**src/rtl/i2c_bus_condition_gen_if.sv**
```systemverilog
`default_nettype none
// ============================================================================
//  Module      : i2c_bus_condition_gen_if
//  Description : Command handshake and open-drain line bundle for the I2C
//                bus-condition engine. The master side is the byte/bit
//                sequencer together with the pad model; the slave side is the
//                engine itself.
//  Revision    : 1.0 - initial release
// ============================================================================
interface i2c_bus_condition_gen_if;
    logic       cmd_valid;
    logic [1:0] cmd;
    logic       cmd_ready;
    logic       done;
    logic       timeout;
    logic       bus_error;
    logic       bus_owned;
    logic       sda_oe;
    logic       scl_oe;
    logic       sda_in;
    logic       scl_in;

    modport master (
        output cmd_valid, cmd, sda_in, scl_in,
        input  cmd_ready, done, timeout, bus_error, bus_owned, sda_oe, scl_oe
    );

    modport slave (
        input  cmd_valid, cmd, sda_in, scl_in,
        output cmd_ready, done, timeout, bus_error, bus_owned, sda_oe, scl_oe
    );
endinterface
`default_nettype wire

```
**src/rtl/i2c_bus_condition_gen.sv**
```systemverilog
`default_nettype none
// ============================================================================
//  Module      : i2c_bus_condition_gen
//  Description : Generates I2C START, repeated START and STOP on open-drain
//                SDA/SCL (oe=1 pulls low) with quarter-period timing, SCL
//                clock-stretch detection and stretch timeout.
//                Optional bus checking is enabled by defining the macro
//                I2C_BUS_COND_CHECK_EN.
//  Revision    : 1.0 - initial release
// ============================================================================
module i2c_bus_condition_gen #(
    parameter int CLK_DIV         = 125,
    parameter int STRETCH_TIMEOUT = 50000,
    parameter int TIMER_W         = 16
) (
    input wire                       clk,
    input wire                       reset,
    i2c_bus_condition_gen_if.slave   bus
);

    localparam logic [1:0]         c_CMD_START  = 2'b00;
    localparam logic [1:0]         c_CMD_RSTART = 2'b01;
    localparam logic [1:0]         c_CMD_STOP   = 2'b10;
    localparam logic [TIMER_W-1:0] c_PHASE_LAST = TIMER_W'(CLK_DIV - 1);
    localparam logic [TIMER_W-1:0] c_TMO_LAST   = TIMER_W'(STRETCH_TIMEOUT - 1);
    localparam logic [TIMER_W-1:0] c_ONE        = TIMER_W'(1);

    typedef enum logic [3:0] {
        IDLE       = 4'd0,
        RS_SDA_REL = 4'd1,
        RS_SCL_REL = 4'd2,
        ST_SDA_LO  = 4'd3,
        ST_SCL_LO  = 4'd4,
        SP_SDA_LO  = 4'd5,
        SP_SCL_REL = 4'd6,
        SP_SDA_REL = 4'd7,
        FINISH     = 4'd8
    } state_t;

    state_t             r_state, w_state_nxt;
    logic [TIMER_W-1:0] r_phase_cnt, w_phase_nxt;
    logic [TIMER_W-1:0] r_tmo_cnt, w_tmo_nxt;
    logic               r_scl_seen, w_seen_nxt;
    logic               r_sda_oe, w_sda_oe_nxt;
    logic               r_scl_oe, w_scl_oe_nxt;
    logic               r_timeout, w_timeout_nxt;
    logic               r_bus_error, w_bus_error_nxt;
    logic               r_bus_owned, w_bus_owned_nxt;

    logic               r_sda_meta, r_sda_sync;
    logic               r_scl_meta, r_scl_sync;

    logic               w_phase_last;
    logic               w_lines_idle;   // both lines high before taking the bus
    logic               w_sda_lost;     // SDA failed to rise at the end of STOP

`ifdef I2C_BUS_COND_CHECK_EN
    assign w_lines_idle = r_sda_sync & r_scl_sync;
    assign w_sda_lost   = ~r_sda_sync;
`else
    logic               w_unused_sda;
    assign w_lines_idle = 1'b1;
    assign w_sda_lost   = 1'b0;
    assign w_unused_sda = r_sda_sync;
`endif

    assign w_phase_last  = (r_phase_cnt == c_PHASE_LAST);

    assign bus.cmd_ready = (r_state == IDLE);
    assign bus.done      = (r_state == FINISH);
    assign bus.sda_oe    = r_sda_oe;
    assign bus.scl_oe    = r_scl_oe;
    assign bus.timeout   = r_timeout;
    assign bus.bus_error = r_bus_error;
    assign bus.bus_owned = r_bus_owned;

    // Two-flop synchronisers on the raw line levels; idle bus reads high.
    always_ff @(posedge clk or posedge reset) begin
        if (reset) begin
            r_sda_meta <= 1'b1;
            r_sda_sync <= 1'b1;
            r_scl_meta <= 1'b1;
            r_scl_sync <= 1'b1;
        end else begin
            r_sda_meta <= bus.sda_in;
            r_sda_sync <= r_sda_meta;
            r_scl_meta <= bus.scl_in;
            r_scl_sync <= r_scl_meta;
        end
    end

    // State, counters and registered line/status outputs.
    always_ff @(posedge clk or posedge reset) begin
        if (reset) begin
            r_state     <= IDLE;
            r_phase_cnt <= '0;
            r_tmo_cnt   <= '0;
            r_scl_seen  <= 1'b0;
            r_sda_oe    <= 1'b0;
            r_scl_oe    <= 1'b0;
            r_timeout   <= 1'b0;
            r_bus_error <= 1'b0;
            r_bus_owned <= 1'b0;
        end else begin
            r_state     <= w_state_nxt;
            r_phase_cnt <= w_phase_nxt;
            r_tmo_cnt   <= w_tmo_nxt;
            r_scl_seen  <= w_seen_nxt;
            r_sda_oe    <= w_sda_oe_nxt;
            r_scl_oe    <= w_scl_oe_nxt;
            r_timeout   <= w_timeout_nxt;
            r_bus_error <= w_bus_error_nxt;
            r_bus_owned <= w_bus_owned_nxt;
        end
    end

    // Next-state and next-output decode; every line change is registered.
    always_comb begin
        w_state_nxt     = r_state;
        w_phase_nxt     = r_phase_cnt;
        w_tmo_nxt       = r_tmo_cnt;
        w_seen_nxt      = r_scl_seen;
        w_sda_oe_nxt    = r_sda_oe;
        w_scl_oe_nxt    = r_scl_oe;
        w_timeout_nxt   = r_timeout;
        w_bus_error_nxt = r_bus_error;
        w_bus_owned_nxt = r_bus_owned;

        case (r_state)
            IDLE: begin
                if (bus.cmd_valid) begin
                    w_timeout_nxt   = 1'b0;
                    w_bus_error_nxt = 1'b0;
                    w_phase_nxt     = '0;
                    case (bus.cmd)
                        c_CMD_START, c_CMD_RSTART: begin
                            if (bus.cmd == c_CMD_RSTART && r_bus_owned) begin
                                w_state_nxt  = RS_SDA_REL;
                                w_sda_oe_nxt = 1'b0;
                            end else if (!r_bus_owned && !w_lines_idle) begin
                                // Someone else holds the bus: refuse to drive it.
                                w_state_nxt     = FINISH;
                                w_bus_error_nxt = 1'b1;
                                w_sda_oe_nxt    = 1'b0;
                                w_scl_oe_nxt    = 1'b0;
                                w_bus_owned_nxt = 1'b0;
                            end else begin
                                w_state_nxt  = ST_SDA_LO;
                                w_sda_oe_nxt = 1'b1;
                            end
                        end
                        c_CMD_STOP: begin
                            if (r_bus_owned) begin
                                w_state_nxt  = SP_SDA_LO;
                                w_sda_oe_nxt = 1'b1;
                            end else begin
                                w_state_nxt = FINISH;
                            end
                        end
                        default: begin
                            w_state_nxt     = FINISH;
                            w_bus_error_nxt = 1'b1;
                        end
                    endcase
                end
            end

            RS_SDA_REL, ST_SDA_LO, ST_SCL_LO, SP_SDA_LO, SP_SDA_REL: begin
                if (w_phase_last) begin
                    w_phase_nxt = '0;
                    w_tmo_nxt   = '0;
                    w_seen_nxt  = 1'b0;
                    case (r_state)
                        RS_SDA_REL: begin
                            w_state_nxt  = RS_SCL_REL;
                            w_scl_oe_nxt = 1'b0;
                        end
                        ST_SDA_LO: begin
                            w_state_nxt  = ST_SCL_LO;
                            w_scl_oe_nxt = 1'b1;
                        end
                        ST_SCL_LO: begin
                            w_state_nxt     = FINISH;
                            w_bus_owned_nxt = 1'b1;
                        end
                        SP_SDA_LO: begin
                            w_state_nxt  = SP_SCL_REL;
                            w_scl_oe_nxt = 1'b0;
                        end
                        default: begin
                            // End of STOP: SDA should now read high.
                            w_state_nxt     = FINISH;
                            w_bus_owned_nxt = 1'b0;
                            w_sda_oe_nxt    = 1'b0;
                            w_scl_oe_nxt    = 1'b0;
                            if (w_sda_lost) begin
                                w_bus_error_nxt = 1'b1;
                            end
                        end
                    endcase
                end else begin
                    w_phase_nxt = r_phase_cnt + c_ONE;
                end
            end

            RS_SCL_REL, SP_SCL_REL: begin
                // Phase timing begins only once the slave lets SCL rise.
                if (r_scl_seen || r_scl_sync) begin
                    w_seen_nxt = 1'b1;
                    if (w_phase_last) begin
                        w_phase_nxt = '0;
                        if (r_state == RS_SCL_REL) begin
                            w_state_nxt  = ST_SDA_LO;
                            w_sda_oe_nxt = 1'b1;
                        end else begin
                            w_state_nxt  = SP_SDA_REL;
                            w_sda_oe_nxt = 1'b0;
                        end
                    end else begin
                        w_phase_nxt = r_phase_cnt + c_ONE;
                    end
                end else if (r_tmo_cnt == c_TMO_LAST) begin
                    w_state_nxt     = FINISH;
                    w_sda_oe_nxt    = 1'b0;
                    w_scl_oe_nxt    = 1'b0;
                    w_timeout_nxt   = 1'b1;
                    w_bus_owned_nxt = 1'b0;
                end else begin
                    w_tmo_nxt = r_tmo_cnt + c_ONE;
                end
            end

            FINISH: begin
                w_state_nxt = IDLE;
            end

            default: begin
                w_state_nxt = IDLE;
            end
        endcase
    end

endmodule
`default_nettype wire

```
**src/flat_wrapper.sv**
```systemverilog
// flat-port wrapper written by rule: the top's interface ports become plain ports
module i2c_bus_condition_gen_flat 
#(
    parameter int CLK_DIV         = 125,
    parameter int STRETCH_TIMEOUT = 50000,
    parameter int TIMER_W         = 16
)
  (clk, reset, bus_cmd_valid, bus_cmd, bus_sda_in, bus_scl_in, bus_cmd_ready, bus_done, bus_timeout, bus_bus_error, bus_bus_owned, bus_sda_oe, bus_scl_oe);
  i2c_bus_condition_gen_if bus_i ();
  input wire clk;
  input wire reset;
  input wire logic [$bits(bus_i.cmd_valid)-1:0] bus_cmd_valid;
  input wire logic [$bits(bus_i.cmd)-1:0] bus_cmd;
  input wire logic [$bits(bus_i.sda_in)-1:0] bus_sda_in;
  input wire logic [$bits(bus_i.scl_in)-1:0] bus_scl_in;
  output wire logic [$bits(bus_i.cmd_ready)-1:0] bus_cmd_ready;
  output wire logic [$bits(bus_i.done)-1:0] bus_done;
  output wire logic [$bits(bus_i.timeout)-1:0] bus_timeout;
  output wire logic [$bits(bus_i.bus_error)-1:0] bus_bus_error;
  output wire logic [$bits(bus_i.bus_owned)-1:0] bus_bus_owned;
  output wire logic [$bits(bus_i.sda_oe)-1:0] bus_sda_oe;
  output wire logic [$bits(bus_i.scl_oe)-1:0] bus_scl_oe;
  assign bus_i.cmd_valid = bus_cmd_valid;
  assign bus_i.cmd = bus_cmd;
  assign bus_i.sda_in = bus_sda_in;
  assign bus_i.scl_in = bus_scl_in;
  assign bus_cmd_ready = bus_i.cmd_ready;
  assign bus_done = bus_i.done;
  assign bus_timeout = bus_i.timeout;
  assign bus_bus_error = bus_i.bus_error;
  assign bus_bus_owned = bus_i.bus_owned;
  assign bus_sda_oe = bus_i.sda_oe;
  assign bus_scl_oe = bus_i.scl_oe;
  i2c_bus_condition_gen #(.CLK_DIV(CLK_DIV), .STRETCH_TIMEOUT(STRETCH_TIMEOUT), .TIMER_W(TIMER_W)) u_core (.clk(clk), .reset(reset), .bus(bus_i));
endmodule
```
**config.mk**
```make
export PLATFORM = sky130hd
export DESIGN_NAME = i2c_bus_condition_gen_flat
export DESIGN_NICKNAME = d
export VERILOG_FILES = /design/src/rtl/i2c_bus_condition_gen_if.sv /design/src/rtl/i2c_bus_condition_gen.sv /design/src/flat_wrapper.sv
export SDC_FILE = /design/constraint.sdc
export NUM_CORES = 1
export LEC_CHECK = 0
export ABC_AREA = 1
export CORE_MARGIN = 5
export CORE_UTILIZATION = 56
export CTS_BUF_LIST = sky130_fd_sc_hd__clkbuf_2
export DETAILED_ROUTE_END_ITERATION = 12
export PLACE_DENSITY = 0.75
export SLEW_MARGIN = 10
export SYNTH_ARGS = -nofsm -noshare
export SYNTH_HDL_FRONTEND = slang
export SYNTH_SLANG_ARGS = --single-unit
```
**constraint.sdc**
```tcl
create_clock -name clk -period 2.1 [get_ports clk]
set_clock_uncertainty 0.2 [all_clocks]
set_input_delay 0.21 -clock clk [delete_from_list [all_inputs] [get_ports clk]]
set_output_delay 0.21 -clock clk [all_outputs]
set_load 0.02 [all_outputs]
```
# Word level (Yosys, flattened, before mapping)
# Index checks and enable logic that the tools add are counted.
[op_classes]
add_sub_neg = 2
mul = 0
div_mod_pow = 0
order_cmp = 0
eq_ne = 25
shift = 0
mux = 45
bitwise_logic = 0
reduce_logical = 22
[ops]
columns = ["cell", "count"]
rows = [
  ["2-to-1 mux 16 bit", 6],
  ["one-hot mux 16 bit (3 select lines)", 1],
  ["adder 16 x 1 -> 16 bit, second input constant", 2],
  ["one-hot mux 16 bit (2 select lines)", 1],
  ["2-to-1 mux 4 bit", 6],
  ["one-hot mux 4 bit (3 select lines)", 2],
  ["2-to-1 mux 1 bit", 18],
  ["== test 16 bit, second input constant", 1],
  ["== test 16 x 7 -> 1 bit, second input constant", 1],
  ["== test 4 x 3 -> 1 bit, second input constant", 4],
  ["one-hot mux 1 bit (2 select lines)", 7],
  ["!= test 2 bit, second input constant", 6],
  ["AND reduction 4 bit", 3],
  ["AND reduction 5 bit", 2],
  ["== test 4 x 2 -> 1 bit, second input constant", 2],
  ["one-hot mux 4 bit (2 select lines)", 1],
  ["AND reduction 8 bit", 1],
  ["!= test 2 x 1 -> 1 bit, second input constant", 3],
  ["!= test 3 x 1 -> 1 bit, second input constant", 2],
  ["!= test 3 x 2 -> 1 bit, second input constant", 2],
  ["AND reduction 3 bit", 2],
  ["OR reduction 3 bit", 2],
  ["OR reduction 5 bit", 1],
  ["== test 4 x 1 -> 1 bit, second input constant", 1],
  ["15 further kinds", 17],
]
[word_totals]
register_bits = 44
latch_bits = 0
ram_bits = 0
romBits = 0
in_bits = 7
out_inout_bits = 7
word_cells = 105
n_memories = 0

# Logic depth before layout (Yosys ltp)
[depth]
ltp_word = 6
depth_mapped = 11
ltp_nobuf = 10

# Worst setup path after synthesis
# OpenSTA, ideal clock, no wires.
[synth_timing]
kind = "register to register"
start = "register u_core.r_tmo_cnt[0]"
end = "register u_core.r_tmo_cnt[11]"
setup_ps = 65
arrival_ps = 1521
required_ps = 1835
setup_slack_ps = 314
stages_incl_launch_ff = 11
n_path_buf = 1
period_less_slack_ps = 1786
cell_sequence = "dfrtp_1 > ha_1 > nand3_2 > nor2_1 > nand3_1 > nand2_2 > inv_2 > nand2_2 > buf_6 > nand2_1 > nand2_1"
[synth_between]
elab_chain_cells = 4
word_cells_on_any_way = 7
[synth_lines]
columns = ["item", "line", "rtl"]
rows = [
  ["start: declaration", "i2c_bus_condition_gen.sv:42", "logic [TIMER_W-1:0] r_tmo_cnt, w_tmo_nxt;"],
  ["start signal: assignment", "i2c_bus_condition_gen.sv:107", "r_tmo_cnt <= w_tmo_nxt;"],
  ["adder 16 x 1 -> 16 bit", "i2c_bus_condition_gen.sv:229", "w_tmo_nxt = r_tmo_cnt + c_ONE;"],
  ["2-to-1 mux 16 bit", "i2c_bus_condition_gen.sv:222", "end else if (r_tmo_cnt == c_TMO_LAST) begin"],
  ["2-to-1 mux 16 bit", "i2c_bus_condition_gen.sv:208", "if (r_scl_seen || r_scl_sync) begin"],
  ["one-hot mux 16 bit (2 select lines)", "i2c_bus_condition_gen.sv:129", "case (r_state)"],
]
# Parallel ways exist; a longest one is shown, timed or not. The select of a mux whose other input is x is not followed.
# A chain may end at the register's enable or synchronous reset.

# Worst setup path after layout
[layout_timing]
start = "register u_core.r_state[3]"
end = "output port bus_cmd_ready"
[layout_between]
elab_chain_cells = 1
[layout_lines]
columns = ["item", "line", "rtl"]
rows = [
  ["start: declaration", "i2c_bus_condition_gen.sv:40", "state_t r_state, w_state_nxt;"],
  ["start signal: assignment", "i2c_bus_condition_gen.sv:105", "r_state <= w_state_nxt;"],
  ["logical NOT 4 bit", "i2c_bus_condition_gen.sv:69", "assign bus.cmd_ready = (r_state == IDLE);"],
  ["end: declaration", "flat_wrapper.sv:16", "output wire logic [$bits(bus_i.cmd_ready)-1:0] bus_cmd_ready;"],
]
# Every way passes these cells.

==> run summary <==
FF-to-FF Start - u_core.r_phase_cnt[1]
Max H-tree Level - 2
met1 GRT Util - 0.313
CP Max Fanout - 7
die height - 82.4 microns
drt via density - 5.32
share of layout cells above drive strength 1 - 0.130
P&R area growth vs syn - 13.4%
Reg power frac - 0.334
Layout Nets - 471
Netlist cell types - 35
number of global-route vias before repair - 2611
Final TNS setup - 0 ns
Worst Hold Class - input pin to flop
starting density of the core - 0.575
Worst Tran Pin Value - 0.542 ns
Core Rows - 26
crit path capture type - output port
clk sinks - 44
syn avg cell area - 6.83 sq um
DRT Pass-1 Iters - 5
Final Hold Fails - 0
Port Buffers - 12
number of max-cap violations - 0
gpl congestion - 0.916
Final Setup Violations - 0
largest net degree at the start of global routing - 29
global route hottest layer - met2
global-route wire length before repair - 11.9 mm
Ant. Diodes - 0
Post-synth ARST share - 1.00
DRC errors left - 0
CP arrival - 1.59 ns
Final Power - 3.19 mW
Top FF cell, synth - dfrtp_1
Synth Cell Area - 2940 sq um
post-synth top area cell - dfrtp_1
die area - 6790 sq um
GR Util All Layers - 0.225
Routed WL - 6.79 mm
Clk Latency, worst-skew pair - 0.42 ns
routed len/inst - 12.8 microns
total gr overflow - 0
Root Buffer - clkbuf_2
cell-internal power - 1.70 mW
Post-Syn Instances - 430
run status - finished, final reports clean
core area - 5110 sq um
Vias - 2831
min-delay src - bus_cmd_valid
CTS tree - built
synth top area cells - dfrtp_1 36%, nand2_1 16%, nor2_1 8.8%, nand3_1 6.0%, inv_1 4.9%
WP data required - 1.69 ns
number of synthesized flops with an enable pin - 0
Die X - 82.4 microns
ANT nets after route - 0
Syn Nets - 440
Max Buffers Root-to-Sink - 2
Detailed Place HPWL - 5.00 mm
pwr/cell area - 959 nW/um^2
sequential area share after synthesis - 0.376
number of buffers created by CTS - 5
initial antenna violation count - 0
Pleak - 1.51 nW
Ports - 14
maximum VDD drop - 0.828 mV
Yosys warning total - 0
met3 usage - 0.0445
crit path time final - 2.00 ns
fmax - 500 MHz
Comb power frac - 0.509
Slew Limit Fails - 0
Net Sw Frac - 0.468
Critical Path Start Type - flop
post-synth top area share - 0.358
number of synthesized register bits - 44
CP Launch Point - u_core.r_state[3]
clock share of power - 0.157
met2 usage - 0.351
critical path class - flop to output port
Net Sw Power - 1.49 mW
Slew HR - 0.636
CTS clk-pin slew, worst paths - 0.24 ns
initial DRC count - 235
final period utilization - 0.952
## worst max-delay path, cell delays in order (launching register included)
cell and delay (ns):
dfrtp_2 0.48, nor2_2 0.18, nand2_2 0.13, inv_1 0.11, clkdlybuf4s15_2 0.26
## final cells by class
class | instances | area, sq um
fill | 466 | 1780
multi-input combinational | 334 | 1630
sequential | 44 | 1110
timing repair buffer | 29 | 262
inverter | 47 | 176
tap | 70 | 87.6
clock inverter | 3 | 42.5
clock buffer | 5 | 25.0
## sequential cells by signal, indices dropped and copies added (netlist names)
signal	cells
u_core.r_scl_seen	1
u_core.r_phase_cnt	16
u_core.r_scl_meta	1
u_core.r_tmo_cnt	16
u_core.r_state	4
u_core.r_scl_sync	1
u_core.bus.bus_error	1
u_core.bus.sda_oe	1
u_core.bus.timeout	1
u_core.bus.scl_oe	1
u_core.bus.bus_owned	1
## final timing paths
path                       cells after the start                    end  slack (ns)
setup / recovery                               4          bus_cmd_ready        0.10
hold / removal                                 3   u_core.bus.bus_error        0.16
hold reg to reg                                0      u_core.r_scl_sync        0.17
setup reg to reg                              10    u_core.r_tmo_cnt[5]        0.12
max in group asynchronous                      4      u_core.r_state[1]        0.80
min in group asynchronous                      3  u_core.r_phase_cnt[0]        0.40
## per-layer routing
metal / share of wire / vias up
met5: 0 / -
met4: 0.022 / 0
met3: 0.056 / 17
met2: 0.45 / 93
met1: 0.47 / 1280
li1: - / 1441
## Yosys cell counts (2+ instances only)
| library cell | instances |
|---|---|
| nand2_2 | 10 |
| buf_4 | 2 |
| o21ai_0 | 16 |
| inv_2 | 8 |
| dfrtp_1 | 42 |
| nand3_2 | 2 |
| and3_1 | 2 |
| nand2_1 | 129 |
| nor2_2 | 2 |
| xor2_1 | 12 |
| nor3_1 | 9 |
| ha_1 | 3 |
| nand3_1 | 35 |
| xnor2_1 | 2 |
| nor2_1 | 69 |
| nand4_1 | 16 |
| a21oi_1 | 6 |
| dfstp_2 | 2 |
| inv_1 | 38 |
| buf_6 | 2 |
| o21ai_1 | 9 |
## through the flow
| step | instances | setup slack, ns | utilization | cell area (sq um) | hold WS (ns) |
|---|---|---|---|---|---|
| 2_1_floorplan | 430 | 0.314 | - | 2940 | 0.0145 |
| 3_3_place_gp | 520 | 0.165 | 0.630 | 3220 | 0.146 |
| 3_5_place_dp | 520 | 0.125 | 0.630 | 3220 | 0.148 |
| 4_1_cts | 530 | 0.0199 | 0.647 | 3300 | 0.142 |
| 5_1_grt | 532 | -0.00263 | 0.652 | 3330 | 0.134 |
| 6_report | 532 | 0.100 | 0.652 | 3330 | 0.163 |
## kinds of logic after synthesis
| logic type | Yosys count | share of synthesized area |
|---|---|---|
| buf+inv | 53 | 0.0758 |
| flops | 44 | 0.376 |
| xor+xnor | 14 | 0.0418 |
| fa+ha+maj | 3 | 0.0128 |
| simple gates | 279 | 0.422 |
| compound gates | 37 | 0.0720 |
## power groups by stage
stage / combinational (mW) / sequential (mW) / clock (mW)
after floorplan: 1.09 / 1.11 / 0
after global placement: 1.52 / 1.08 / 0
after detailed placement: 1.55 / 1.08 / 0
after CTS: 1.55 / 1.07 / 0.512
after global routing: 1.81 / 1.08 / 0.549
final: 1.63 / 1.07 / 0.503
## layout by cell type, fill, tap and decap left out, types with 2 or more instances in the layout
master and count:
nor2_1 69, nand4_1 16, a21oi_1 6, xnor2_1 2
inv_2 9, nand3_1 35, buf_4 14, nand2_2 9
o21ai_0 16, xor2_1 12, clkbuf_2 6, dfstp_2 2
nand2_1 129, nor2_4 2, dlygate4sd3_1 2, dfrtp_1 39
nand2_4 2, clkinv_1 2, clkdlybuf4s50_1 10, dfrtp_2 3
nand3_2 2, nor2_2 2, ha_1 2, inv_1 37
and3_1 2, nor3_1 9, o21ai_1 9
## what timing repair did
item                       4_1_cts  5_1_grt
pin swaps                        0        1
gates resized for setup          5        7
cloned                           0        1
setup endpoints to repair        2       16
buffers inserted                 0        1
hold endpoints to repair        15        0
hold buffers                     2        0
Power figures use the tool's default switching activity.
==> edit 1: new RTL, config.mk and constraints unchanged <==
`TIMER_W` is set to 16 in 2 places; all go to 14.
--- a/src/rtl/i2c_bus_condition_gen.sv
+++ b/src/rtl/i2c_bus_condition_gen.sv
@@ -11,7 +11,7 @@
 module i2c_bus_condition_gen #(
     parameter int CLK_DIV         = 125,
     parameter int STRETCH_TIMEOUT = 50000,
-    parameter int TIMER_W         = 16
+    parameter int TIMER_W         = 14
 ) (
     input wire                       clk,
     input wire                       reset,
--- a/src/flat_wrapper.sv
+++ b/src/flat_wrapper.sv
@@ -3,7 +3,7 @@
 #(
     parameter int CLK_DIV         = 125,
     parameter int STRETCH_TIMEOUT = 50000,
-    parameter int TIMER_W         = 16
+    parameter int TIMER_W         = 14
 )
   (clk, reset, bus_cmd_valid, bus_cmd, bus_sda_in, bus_scl_in, bus_cmd_ready, bus_done, bus_timeout, bus_bus_error, bus_bus_owned, bus_sda_oe, bus_scl_oe);
   i2c_bus_condition_gen_if bus_i ();
Behaviour: same outputs for any inputs over 10 cycles, from zero or initial values and one cycle with reset high; that may be too few to reach the edited logic, so the function may still have changed.
==> edit 1 against the unedited design <==
Power is 9.4% lower. Worst hold slack better by 0.0081 ns. Global-route usage is 2.8 points lower. Combinational power is 4% lower. Clock power is 32% lower. Setup slack better by 0.031 ns. Via count is 13% lower. Design area is 10% lower. Synthesized area is 7.2% lower. Utilization is 1.8 points lower. Non-clock buffer count is 9 lower. Sequential cell count is 4 lower. Wire length is 18% lower. Largest cell class unchanged. Highest routed layer unchanged.
==> edit 1: results (changes against the unedited design) <==
Outcome = completed
Synth top area cells = dfrtp_1, nand2_1, nor2_1, nand3_1, inv_1
YS warnings = 0 (unchanged)
Biggest regs = u_core.r_phase_cnt: 14 flops, u_core.r_tmo_cnt: 14 flops, u_core.r_state: 4 flops
Switching Share = 48.5% (+1.7 points)
Worst slew margin = 58.9% (-4.7 points)
Vias in the first global route = 2271 (-13%)
Initial antenna violation count = 0 (unchanged)
# nets final = 418 (-11%)
Peak supply drop = 0.688 mV (-17%)
Seq/Total Area, Yosys = 36.8% (-0.74 points)
Pin count of the biggest net entering global routing = 26 (-10%)
Clk Latency, worst-skew pair = 0.40 ns (-0.02 ns)
Yosys cell types = 36 (+2.9%)
Crit-path max FO = 14 (+7)
Met2 usage = 31.0% (-4.1 points)
Hold Path Class = reg2reg
Routability cong. = 0.922 (+0.60%)
Syn nets = 397 (-9.8%)
GR Util met1 = 26.7% (-4.6 points)
Share of layout cells above drive strength 1 = 12.5% (-0.52 points)
DP Worst Slack = 0.167 ns (+0.0423 ns)
First DRT Iteration DRCs = 230 (-2.1%)
Leak Pwr = 1.44 nW (-4.7%)
Pre-antenna DRT Iters = 4 (-1)
Top post-synthesis cells by count = nand2_1, nor2_1, dfrtp_1
Final wirelength = 5.59 mm (-18%)
Met3 Resource Use GR = 4.06% (-0.38 points)
Clk slew on worst S/H paths = 0.21 ns (-0.03 ns)
HPWL after DPL = 4.14 mm (-17%)
Drt via density = 5.20 (-2.2%)
Synth Flop Type = dfrtp_1
Gr usage total = 19.7% (-2.8 points)
First-pass GRT wire length = 9.98 mm (-16%)
## edit 1: cell types whose count changed after synthesis, moves of 3 or more
| cell | delta |
|---|---|
| dfrtp_1 | -4 |
| nand2_1 | -11 |
| o21ai_0 | -8 |
| nand3_1 | -10 |
| nand2_2 | -4 |
| nand4_1 | -3 |
| inv_1 | -5 |
| nor2_1 | -4 |
## edit 1: cell type report
class                      count  area [sq um]
sequential                    40          1000
clock buffer                   7          35.0
fill                         438          1730
timing repair buffer          20           205
tap                           67          83.8
clock inverter                 1          5.00
inverter                      43           164
multi-input combinational    298          1500
## edit 1: worst max-delay path, cell delays in order, from the launching register on
cell	delay (ns)
dfrtp_1	0.47
ha_1	0.29
nand3_4	0.14
nor2_4	0.17
nand2_4	0.08
o21ai_4	0.17
nor2_4	0.06
buf_12	0.14
nand2_1	0.07
nand2_1	0.06
## edit 1: repair_timing
action                                  in CTS  in global routing
pin swaps                                    0                  1
hold endpoints to repair                    16                  0
hold buffers                                 2                  0
endpoints found under the setup margin       2                 16
resized for setup                            3                  3
buffers inserted                             0                  1
## edit 1: cells by family after synthesis
| group | after synthesis | share of synthesized area, % |
|---|---|---|
| buf+inv | 49 | 8.27 |
| fa+ha+maj | 3 | 1.38 |
| flops | 40 | 36.8 |
| simple gates | 250 | 41.7 |
| xor+xnor | 12 | 3.86 |
| compound gates | 33 | 7.99 |
## edit 1: path summary, 6_finish.rpt
kind,slack [ns],to,start,cells past startpoint
worst max-delay path,0.13,u_core.r_tmo_cnt[12],u_core.r_tmo_cnt[0],9
worst min-delay path,0.17,u_core.r_scl_sync,u_core.r_scl_meta,0
worst max register to register,0.13,u_core.r_tmo_cnt[12],u_core.r_tmo_cnt[0],9
worst min register to register,0.17,u_core.r_scl_sync,u_core.r_scl_meta,0
max in group asynchronous,0.69,u_core.r_scl_meta,reset,4
min in group asynchronous,0.44,u_core.r_phase_cnt[9],reset,3
## edit 1: metrics by stage
stage          instance area, sq um  instances
2_1_floorplan                  2720        387
3_3_place_gp                   2920        465
3_5_place_dp                   2920        465
4_1_cts                        2980        475
5_1_grt                        2990        476
6_report                       2990        476
## edit 1: layer usage
| metal | vias up | share of wire, % |
|---|---|---|
| li1 | 1278 | - |
| met5 | - | 0 |
| met1 | 1118 | 48 |
| met3 | 12 | 4.9 |
| met4 | 0 | 2.0 |
| met2 | 69 | 45 |
## edit 1: power by group through the flow
stage / Combinational [mW] / Sequential, mW / Clock [mW]
floorplan: 1.22 / 1.01 / 0
global placement: 1.49 / 0.994 / 0
detailed placement: 1.51 / 0.997 / 0
CTS: 1.51 / 0.984 / 0.354
global route: 1.75 / 1.00 / 0.394
finish: 1.56 / 0.985 / 0.344
==> edit 2: new RTL, same settings <==
Made on the original files. Re-encode `state_t` (9 states) as one-hot, 9 bits wide.
--- a/src/rtl/i2c_bus_condition_gen.sv
+++ b/src/rtl/i2c_bus_condition_gen.sv
@@ -25,16 +25,16 @@
     localparam logic [TIMER_W-1:0] c_TMO_LAST   = TIMER_W'(STRETCH_TIMEOUT - 1);
     localparam logic [TIMER_W-1:0] c_ONE        = TIMER_W'(1);
 
-    typedef enum logic [3:0] {
-        IDLE       = 4'd0,
-        RS_SDA_REL = 4'd1,
-        RS_SCL_REL = 4'd2,
-        ST_SDA_LO  = 4'd3,
-        ST_SCL_LO  = 4'd4,
-        SP_SDA_LO  = 4'd5,
-        SP_SCL_REL = 4'd6,
-        SP_SDA_REL = 4'd7,
-        FINISH     = 4'd8
+    typedef enum logic [8:0] {
+        IDLE       = 9'b000000001,
+        RS_SDA_REL = 9'b000000010,
+        RS_SCL_REL = 9'b000000100,
+        ST_SDA_LO  = 9'b000001000,
+        ST_SCL_LO  = 9'b000010000,
+        SP_SDA_LO  = 9'b000100000,
+        SP_SCL_REL = 9'b001000000,
+        SP_SDA_REL = 9'b010000000,
+        FINISH     = 9'b100000000
     } state_t;
 
     state_t             r_state, w_state_nxt;
Behaviour: same outputs for any inputs over 10 cycles, from zero or initial values and one cycle with reset high; not proved beyond that.
==> edit 2 against the unedited design <==
The flow now finishes with violations (setup timing). Setup slack worse by 0.15 ns. Design area is 26% higher. Sequential share of layout area is 4.0 points lower. Power is 32% higher. Sequential cell count is 5 higher. Wire length is 27% higher. Synthesized area is 17% higher. Via count is 20% higher. Critical endpoint is now u_core.r_phase_cnt[4]. Highest routed layer unchanged.
==> edit 2: results (changes against the unedited design) <==
Final wirelength = 8.65 mm (+27%)
Yosys cell types = 40 (+14%)
Crit-path max FO = 6 (-1)
Peak supply drop = 0.764 mV (-7.7%)
Pin count of the biggest net entering global routing = 50 (+72%)
Number of setup violations in the final report = 2 (+2)
Leak Pwr = 1.92 nW (+27%)
Clk slew on worst S/H paths = 0.28 ns (+0.04 ns)
Worst path arrival time = 2.36 ns (+0.77 ns)
# nets final = 538 (+14%)
First DRT Iteration DRCs = 255 (+8.5%)
Seq/Total Area, Yosys = 35.9% (-1.7 points)
Routability cong. = 0.954 (+4.1%)
Synth top area cells = dfrtp_1, nand2_1, nand3_1, nor2_1, inv_1
XOR/XNOR share of the synthesized area = 4.60% (+0.42 points)
Slowest stage delay, CP = 0.50 ns (+0.02 ns)
Filler Cell Count = 470 (+0.86%)
DP Area = 0.00370 sq mm (+15%)
Crit path max-delay family = simple AND/OR/NAND/NOR gates
Drt via density = 5.65 (+6.1%)
Cells on worst reg2reg path = 11 (+1)
First-pass GRT wire length = 13.0 mm (+8.8%)
Outcome = complete, but fails checks
Violated checks = setup timing
Setup WS post-layout = -0.0536 ns (-0.154 ns)
HPWL after DPL = 5.57 mm (+12%)
Biggest regs = u_core.r_phase_cnt: 16 flops, u_core.r_tmo_cnt: 16 flops, u_core.r_state: 9 flops
Top post-synthesis cells by count = nand2_1, nor2_1, nand3_1
Worst slew margin = 73.4% (+9.8 points)
Resized cells post-CTS = 11 (+6)
Gr usage total = 20.8% (-1.7 points)
IO Port Bufs = 12 (unchanged)
Syn nets = 490 (+11%)
Post-CTS setup buffers = 0 (unchanged)
Pre-antenna DRT Iters = 6 (+1)
Post-synthesis compound-gate area fraction = 6.68% (-0.52 points)
Share of layout cells above drive strength 1 = 25.5% (+13 points)
Vias in the first global route = 2955 (+13%)
Synth Area in Adders = 1.09% (-0.18 points)
Slowest CP cell = dfrtp_1
Fin Setup TNS = -0.0618 ns (-0.0618 ns)
edit 2: through the flow:
step,hold WS (ns),utilization [%],std cells,worst slack (ns)
after floorplan,0.0145,-,480,0.147
after global placement,0.146,62.6,569,0.0319
after detailed placement,0.147,62.6,569,0.00372
after CTS,0.138,64.0,579,0.00293
after global routing,0.170,71.0,604,-0.208
final,0.139,71.0,604,-0.0536
edit 2: layout make-up:
class / count / share of cell area (%)
sequential: 49 / 29.3
timing repair buffer: 50 / 10.8
multi-input combinational: 365 / 50.4
inverter: 57 / 5.63
clock buffer: 5 / 0.595
tap: 75 / 2.23
clock inverter: 3 / 1.04
edit 2: per-layer routing:
metal	track usage, %	up-vias	part of all wire [%]
li1	-	1665	-
met1	28.6	1600	45
met2	33.2	121	48
met3	3.54	25	5.0
met4	7.28	0	2.4
met5	0	-	0
edit 2: cell families after synthesis:
logic type	after synthesis
xor+xnor	18
buf+inv	68
flops	49
fa+ha+maj	3
simple gates	305
compound gates	37
edit 2: power by group:
part	switching (mW)	internal, mW	leakage [nW]	total (mW)
Clock	0.344	0.204	0.0433	0.548
Combinational	1.53	1.04	1.21	2.57
Sequential	0.0664	1.03	0.666	1.10
edit 2: path summary, 6_finish.rpt:
path,slack [ns],end,from
max in group asynchronous,1.00,u_core.r_state[0],reset
min,0.14,u_core.bus.bus_error,bus_cmd[0]
min in group asynchronous,0.40,u_core.r_tmo_cnt[8],reset
min reg2reg,0.18,u_core.r_scl_sync,u_core.r_scl_meta
max reg2reg,-0.05,u_core.r_phase_cnt[4],u_core.r_state[5]
max,-0.05,u_core.r_phase_cnt[4],u_core.r_state[5]
edit 2: worst min-delay path: stages:
cell             delay [ns]
clkdlybuf4s50_1        0.43
nand2_1                0.09
o31ai_1                0.07
